<file path="src/rtl/membuf_writeback_dma.sv">
// DMA read-port master: streams cfg_len words from an on-chip buffer into a
// valid/ready stream framed by m_tlast, issuing reads only against FIFO credit.
module membuf_writeback_dma #(
    parameter int unsigned FIFO_DEPTH = 4,
    parameter int unsigned BURST_LEN  = 16,
    parameter int unsigned LEN_W      = 16
) (
    input  logic             clk,
    input  logic             rst_n,
    input  logic             cfg_start,
    input  logic             cfg_abort,
    input  logic [1:0]       cfg_src,
    input  logic [31:0]      cfg_base,
    input  logic [LEN_W-1:0] cfg_len,
    output logic             busy,
    output logic             done,
    output logic             err,
    output logic [31:0]      mem_raddr,
    output logic             mem_ren,
    output logic [1:0]       mem_rsrc,
    input  logic [31:0]      mem_rdata,
    input  logic             mem_rvalid,
    output logic [31:0]      m_tdata,
    output logic             m_tvalid,
    input  logic             m_tready,
    output logic             m_tlast
);

    localparam int unsigned PW = (FIFO_DEPTH > 1) ? $clog2(FIFO_DEPTH) : 1;
    localparam int unsigned CW = PW + 1;
    localparam int unsigned BW = (BURST_LEN > 1) ? $clog2(BURST_LEN) : 1;
    localparam logic [CW:0]   DEPTH_V     = (CW+1)'(FIFO_DEPTH);
    localparam logic [BW-1:0] BURST_LAST  = BW'(BURST_LEN - 1);
    localparam logic [1:0]    SRC_ILLEGAL = 2'd2;

    typedef enum logic [1:0] {
        S_IDLE,
        S_RUN,
        S_DRAIN
    } state_t;

    state_t            state_q, state_d;
    logic [1:0]        src_q, src_d;
    logic [31:0]       base_q, base_d;
    logic [LEN_W-1:0]  len_q, len_d;
    logic [LEN_W-1:0]  issued_q, issued_d;
    logic [LEN_W-1:0]  sent_q, sent_d;
    logic [BW-1:0]     bcnt_q, bcnt_d;
    logic [31:0]       raddr_q, raddr_d;
    logic              inflight_q;
    logic              done_q, done_d;
    logic              err_q, err_d;

    logic [31:0]       fifo_mem_q [FIFO_DEPTH];
    logic [PW-1:0]     wptr_q, rptr_q;
    logic [CW-1:0]     count_q;

    logic              ren;
    logic              hs;
    logic              push;
    logic              flush;
    logic              last_beat;
    logic              credit_ok;
    logic [CW:0]       occupancy;
    logic [31:0]       addr_now;

    // Credit counts both queued words and the read still in flight, so a
    // returning word always has a free slot.
    assign occupancy = {1'b0, count_q} + {{CW{1'b0}}, inflight_q};
    assign credit_ok = occupancy < DEPTH_V;
    assign addr_now  = base_q + 32'(issued_q);

    assign busy      = (state_q != S_IDLE);
    assign ren       = (state_q == S_RUN) && !cfg_abort && (issued_q < len_q) && credit_ok;
    assign m_tvalid  = (count_q != '0);
    assign hs        = m_tvalid && m_tready;
    assign push      = mem_rvalid && busy;
    assign last_beat = ((sent_q + LEN_W'(1)) == len_q);

    assign mem_ren   = ren;
    assign mem_raddr = ren ? addr_now : raddr_q;
    assign mem_rsrc  = src_q;
    assign m_tdata   = m_tvalid ? fifo_mem_q[rptr_q] : '0;
    assign m_tlast   = m_tvalid && ((bcnt_q == BURST_LAST) || last_beat);
    assign done      = done_q;
    assign err       = err_q;

    always_comb begin
        state_d  = state_q;
        src_d    = src_q;
        base_d   = base_q;
        len_d    = len_q;
        issued_d = ren ? issued_q + LEN_W'(1) : issued_q;
        sent_d   = hs ? sent_q + LEN_W'(1) : sent_q;
        bcnt_d   = bcnt_q;
        raddr_d  = ren ? addr_now : raddr_q;
        done_d   = 1'b0;
        err_d    = 1'b0;
        flush    = 1'b0;

        if (hs) begin
            bcnt_d = (bcnt_q == BURST_LAST) ? '0 : bcnt_q + BW'(1);
        end

        case (state_q)
            S_IDLE: begin
                if (cfg_start) begin
                    if ((cfg_len == '0) || (cfg_src == SRC_ILLEGAL)) begin
                        done_d = 1'b1;
                        err_d  = 1'b1;
                    end else begin
                        state_d  = S_RUN;
                        src_d    = cfg_src;
                        base_d   = cfg_base;
                        len_d    = cfg_len;
                        issued_d = '0;
                        sent_d   = '0;
                        bcnt_d   = '0;
                    end
                end
            end
            S_RUN, S_DRAIN: begin
                if (cfg_abort) begin
                    flush   = 1'b1;
                    state_d = S_IDLE;
                    done_d  = 1'b1;
                    err_d   = 1'b1;
                end else if (hs && last_beat) begin
                    state_d = S_IDLE;
                    done_d  = 1'b1;
                end else if ((state_q == S_RUN) && (issued_q == len_q)) begin
                    state_d = S_DRAIN;
                end
            end
            default: state_d = S_IDLE;
        endcase
    end

    always_ff @(posedge clk or negedge rst_n) begin
        if (!rst_n) begin
            state_q    <= S_IDLE;
            src_q      <= '0;
            base_q     <= '0;
            len_q      <= '0;
            issued_q   <= '0;
            sent_q     <= '0;
            bcnt_q     <= '0;
            raddr_q    <= '0;
            inflight_q <= 1'b0;
            done_q     <= 1'b0;
            err_q      <= 1'b0;
        end else begin
            state_q    <= state_d;
            src_q      <= src_d;
            base_q     <= base_d;
            len_q      <= len_d;
            issued_q   <= issued_d;
            sent_q     <= sent_d;
            bcnt_q     <= bcnt_d;
            raddr_q    <= raddr_d;
            inflight_q <= ren;
            done_q     <= done_d;
            err_q      <= err_d;
        end
    end

    // Flush on abort overrides any push/pop in the same cycle.
    always_ff @(posedge clk or negedge rst_n) begin
        if (!rst_n) begin
            wptr_q  <= '0;
            rptr_q  <= '0;
            count_q <= '0;
        end else if (flush) begin
            wptr_q  <= '0;
            rptr_q  <= '0;
            count_q <= '0;
        end else begin
            if (push) wptr_q <= wptr_q + PW'(1);
            if (hs)   rptr_q <= rptr_q + PW'(1);
            case ({push, hs})
                2'b10:   count_q <= count_q + CW'(1);
                2'b01:   count_q <= count_q - CW'(1);
                default: count_q <= count_q;
            endcase
        end
    end

    always_ff @(posedge clk) begin
        if (push && !flush) begin
            fifo_mem_q[wptr_q] <= mem_rdata;
        end
    end

endmodule
</file>
<file path="config.mk">
export PLATFORM = sky130hd
export DESIGN_NAME = membuf_writeback_dma
export DESIGN_NICKNAME = d
export VERILOG_FILES = /design/src/rtl/membuf_writeback_dma.sv
export SDC_FILE = /design/constraint.sdc
export NUM_CORES = 1
export LEC_CHECK = 0
export CAP_MARGIN = 15
export CORE_ASPECT_RATIO = 0.75
export CORE_MARGIN = 2
export CORE_UTILIZATION = 45
export DETAILED_ROUTE_END_ITERATION = 12
export GPL_TIMING_DRIVEN = 0
export HOLD_SLACK_MARGIN = 0.15
export PLACE_DENSITY = 0.7
export SKIP_CTS_REPAIR_TIMING = 1
export SYNTH_ARGS = -nofsm -noshare
export SYNTH_HDL_FRONTEND = slang
export SYNTH_SLANG_ARGS = --single-unit
</file>
<file path="constraint.sdc">
create_clock -name clk -period 2.6 [get_ports clk]
set_input_delay 0.26 -clock clk [delete_from_list [all_inputs] [get_ports clk]]
set_output_delay 0.26 -clock clk [all_outputs]
set_load 0.01 [all_outputs]
</file>
After elaboration in Yosys (flattened, before gate mapping)
Memories as Yosys holds them, arrays and structs flattened. Cells that the tools add are included.

Register bits after elaboration: 130. Memory bits (writable): 128. Input bits: 88. Output and inout bits: 72. Logic and storage cells: 98. Memories kept: 1.

Memory list: fifo_mem_q (words 4, bits a word 32, read ports 1, clocked after memory_dff 0, wr ports 1, RTL line 54) `logic [31:0] fifo_mem_q [FIFO_DEPTH];`.

Add/sub/neg operators: 9. $lt $le $gt $ge: 2. Equality and inequality tests: 11. Mux-type cells: 37. Bitwise gates (word level): 1. Reductions and logical operators: 23.

Operators with widths (number): 16-bit two-way mux (8); 32-bit two-way mux (2); 16-bit by 1-bit adder with 16-bit output, second input constant (2); 32-bit by 16-bit adder with 32-bit output (1); 16-bit == test (2); 4-bit two-way mux (5); 2-bit two-way mux (9); 16-bit logical NOT (1); 16-bit less-than comparator (1); 1-bit logical AND (9); 1-bit two-way mux (8); 2-bit == test, second input constant (3); 3-bit case mux with 2 select lines (1); 3-bit AND reduction (2); 2-bit nonzero test (3); 3-bit nonzero test (2); 2-bit by 1-bit adder with 2-bit output, second input constant (2); 3-bit by 1-bit adder with 4-bit output (1); 4-bit by 1-bit adder with 4-bit output, second input constant (1); 2-bit by 1-bit == test with 1-bit output, second input constant (2); 4-bit == test, second input constant (1); 4-bit by 3-bit less-than comparator with 1-bit output, second input constant (1); 2-bit != test, second input constant (2); 4-bit != test, second input constant (1); 10 further kinds (13).

Longest topological paths before layout
Word-level depth: 8. Mapped depth: 13. Gate-level depth less buffers: 11.

Worst setup path after synthesis
No wires, ideal clock.

Kind: register to output. Start: register issued_q[5]. End: output mem_raddr[30]. Data arrival time: 2.542 ns. Data required time: 2.340 ns. Setup slack: -0.202 ns. Stages on the path, launching flop included: 12. Path buffers: 2. Path through: dfrtp_1 > ha_1 > a21o_1 > a21o_1 > a21oi_1 > o2111ai_1 > nand3b_1 > clkbuf_1 > inv_1 > buf_1 > o221ai_1 > a31oi_1.

Cells in the longest elaborated chain, start to end: 4. Elaborated cells between the ends (all ways): 5. Those cells by class: add/sub: 1; order compare: 1; mux: 1; reduce/logical: 2.

RTL lines: start: declaration (RTL line 46) `logic [LEN_W-1:0] issued_q, issued_d;`; start signal: assignment (RTL line 157) `issued_q <= issued_d;`; 16-bit less-than comparator (RTL line 74) `assign ren = (state_q == S_RUN) && !cfg_abort && (issued_q < len_q) && credit_ok;`; 1-bit logical AND (2 in series) (RTL line 74); named net mem_ren (RTL line 19) `output logic mem_ren,`; 32-bit two-way mux; end: declaration (RTL line 18) `output logic [31:0] mem_raddr,`.

The timed path passes the listed nets, and every way through them passes these cells.

Worst setup path in the final report
Start: register issued_q[0]. End: output mem_raddr[20].

Cells in the longest elaborated chain, start to end: 4. Elaborated cells between the ends (all ways): 5. Those cells by class: add/sub: 1; order compare: 1; mux: 1; reduce/logical: 2.

RTL lines: branches (longest 3 deep; another with 32-bit by 16-bit adder with 32-bit output); 32-bit two-way mux (*).

Every way passes the cells marked *.

==> summary.md <==
| Metric | Value |
|---|---|
| Largest net degree at the start of global routing | 71 |
| Cell area power density | 1030 nW/um2 |
| CTS root buf | clkbuf_16 |
| DIE WIDTH | between 150 and 200 um |
| Post-synth net total | 1215 |
| Synth unique cells | 62 |
| Via density per instance | 5.57 |
| Final hold violations | 0 |
| Clock transition at the registers of the reported paths | 0.06 ns |
| Total core area | 27000 um2 |
| Fillers | 2015 |
| CP peak stage delay | ~0.46 ns |
| Ys async rst share | 0.504 |
| # port buffers | 159 |
| Setup violators final | 52 |
| Top cell type's share of synthesized area | 0.310 |
| Gr ovfl total | 0 |
| Design area | 17100 um2 |
| Top Ports | 160 |
| WHS | 0.237 ns |
| CP Launch Point | issued_q[0] |
| Element type at the critical path start | flip-flop |
| Wirelength, routed | approximately 34 mm |
| Full die area | 28900 um2 |
| Antenna diodes | 0 |
| Synth Register Bits | 258 |
| Initial Utilization | 0.459 |
| Ys Warns | 0 |
| Most frequent cell after synthesis | nand2_1 |
| Failing checks | negative setup slack |
| Peak supply drop | 0.577 mV |
| Slowest cell on the critical path | or3_4 |
| RR Endpoint | state_q[0] |
| Clock Tree Buf Depth | 3 |
| Slew HR | 0.419 |
| Crit Path Class | flip-flop to primary output |
| Worst path arrival time | roughly 3.4 ns |
| First drt pass iteration count | 5 |
| Worst Path Required | approximately 2.3 ns |
| Sequential share of the synthesized area | 0.573 |
| R2r worst-path depth | 11 |
| Layout Utilization | 0.632 |
| Post-Synthesis Cell Area | 12400 um2 |
| Syn Inst Count | roughly 1100 |
| DRT iter0 DRCs | 632 |
| Slew Limit Fails | 0 |
| Clk Latency, worst-skew pair | 0.55 ns |
| Vias in the first global route | just under 9000 |
| Vias post-DR | between 9000 and 10000 |
| CTS Sinks | 258 |
| Htree depth | 1 |
| Post-synth EDFFs | 128 |
| Worst-path fanout max | 6 |
| Crit path capture type | primary output |
| Reg-to-reg slack, setup | -0.27 ns |
| Worst Hold Class | primary input to flip-flop |
| Total power draw | between 15 and 20 mW |
| # rows | 52 |
| Residual DRC | 0 |
| Top cells by count, synth | nand2_1 (205), dfrtp_1 (130), edfxtp_1 (128) |
| R2R Path Start | sent_q[1] |
| Max Cap Viol | 0 |
| P&R area growth vs syn | 37.7% |
| Post-DRT Antenna Nets | 0 |
| First-pass GRT wire length | 47.9 mm |
| RSZ-0062 raised after global routing | true |
| Yosys top cell by area | edfxtp_1 |
| Pleak | between 7 and 8 nW |
| Synth Area per Inst | 11.5 um2 |
| CTS tree | built |
| Highest clock rate | 0.275 GHz |
| Average wire per standard cell | 19.8 um |
| Die Span Y | 148 um |
| Synth Flop Type | dfrtp_1 |
| Share of layout cells above drive strength 1 | 0.267 |
| Synth top area cells | edfxtp_1 (31%), dfrtp_1 (26%), nand2_1 (6.2%), mux4_2 (5.8%), ha_1 (4.3%) |
| Skew final | between 0.015 and 0.02 ns |
| Placed standard-cell area | 14500 um2 |
| Initial antenna violation count | 0 |
| CTS Buf Count | 27 |
| Status | finished, violations left |
| Final period util | 1.40 |
| Critical path, cell by cell | ha_4 > inv_2 > fa_2 > nor2b_4 > o2111ai_2 > nand4b_1 > a31oi_4 > a21oi_2 > or3_4 > buf_6 > nor2_4 > a211oi_4 > buf_2 |
| Worst Slack Setup Final | -1.04 ns |
| Place WS | -1.43 ns |
| Crit path time final | 3.64 ns |
| Gr usage total | 0.212 |
| Post-DP HPWL | 21.6 mm |
| Worst slew pin tran | 0.865 ns |
| Placer Congestion | 0.882 |
| Critical path endpoint | mem_raddr[20] |
| Nets | about 1500 |
[report_power, final]
| group | total, mW | switching, mW | internal (mW) |
|---|---|---|---|
| Sequential | 6.09 | 0.767 | 5.32 |
| Clock | 3.67 | 1.58 | 2.09 |
| Combinational | 7.85 | 4.02 | 3.83 |
| Total | 17.6 | 6.36 | 11.2 |
[logic make-up after synthesis]
logic type	count (synthesis)	share of synthesized area
AO/OA/AOI/OAI	168	0.0810
AND/OR/NAND/NOR	422	0.161
flip-flops	258	0.573
XOR/XNOR	69	0.0488
buffers and inverters	83	0.0275
adder cells (fa/ha/maj)	45	0.0467
multiplexers	37	0.0622
[worst min path at each step]
stage / startpoint / to / cells after the start
after detailed placement: rst_n / raddr_q[19] / 1
after global placement: mem_rsrc[0] / mem_rsrc[0] / 2
after CTS: rst_n / raddr_q[19] / 1
final: cfg_base[11] / base_q[11] / 3
after global routing: cfg_base[20] / base_q[20] / 3
after floorplan: rst_n / base_q[0] / 0
[area by class of cell]
class                   count  area [um2]  area share
flip-flops and latches    258        7110       0.417
multi-input cells         747        5860       0.343
repair buffers            243        2330       0.137
clock buffers              33         698      0.0409
well taps                 351         439      0.0257
plain buffers              44         365      0.0214
inverters                  34         136     0.00800
clock inverters            15         118     0.00690
[stage by stage]
step	TNS, ns	instances
after global placement	-703.31	1592
after detailed placement	-117.78	1593
after CTS	-134.22	1641
after floorplan	-0.134	1082
after global routing	-31.90	1725
final	-27.01	1725
[cell usage in the layout, fill, tap and decap left out, drive strengths merged, types with 3 or more instances in the layout]
cell	instances
nor3	18
o21ai	68
a21oi	42
or2	5
clkinv	13
o221ai	3
nand2	205
xnor2	31
and2	49
and3	13
o211ai	9
and4	8
or3	11
mux2i	5
mux4	32
nand3	28
xor2	38
a211oi	10
nor2	51
a21o	8
clkbuf	56
or4	3
edfxtp	128
nor2b	6
dlymetal6s2s	30
buf	139
nor4	7
a31oi	10
nor4b	3
nand4	11
dfrtp	130
nand2b	5
ha	43
clkdlybuf4s50	94
inv	33
[registers in the layout, indices dropped and copies added, names as in the netlist, 3 cells and up]
register    cells
fifo_mem_q    128
raddr_q        32
sent_q         16
count_q         3
len_q          16
bcnt_q          4
base_q         32
issued_q       16
[metal layers]
layer,vias up,wire [um],GRT usage
li1,4432,-,-
met1,4795,15900,0.326
met2,318,15200,0.315
met3,56,2210,0.0345
met4,0,780,0.0511
met5,-,0,0
[worst max-delay path, delay by kind of cell (launching register included)]
kind	cells	cell delay (ns)
AOI/OAI and AO/OA	4	0.71
adders and majority gates	2	0.42
buffers and inverters	3	0.35
DFF	1	0.43
and+or+nand+nor	4	0.91
No activity file was read; power rests on OpenSTA's default activity.
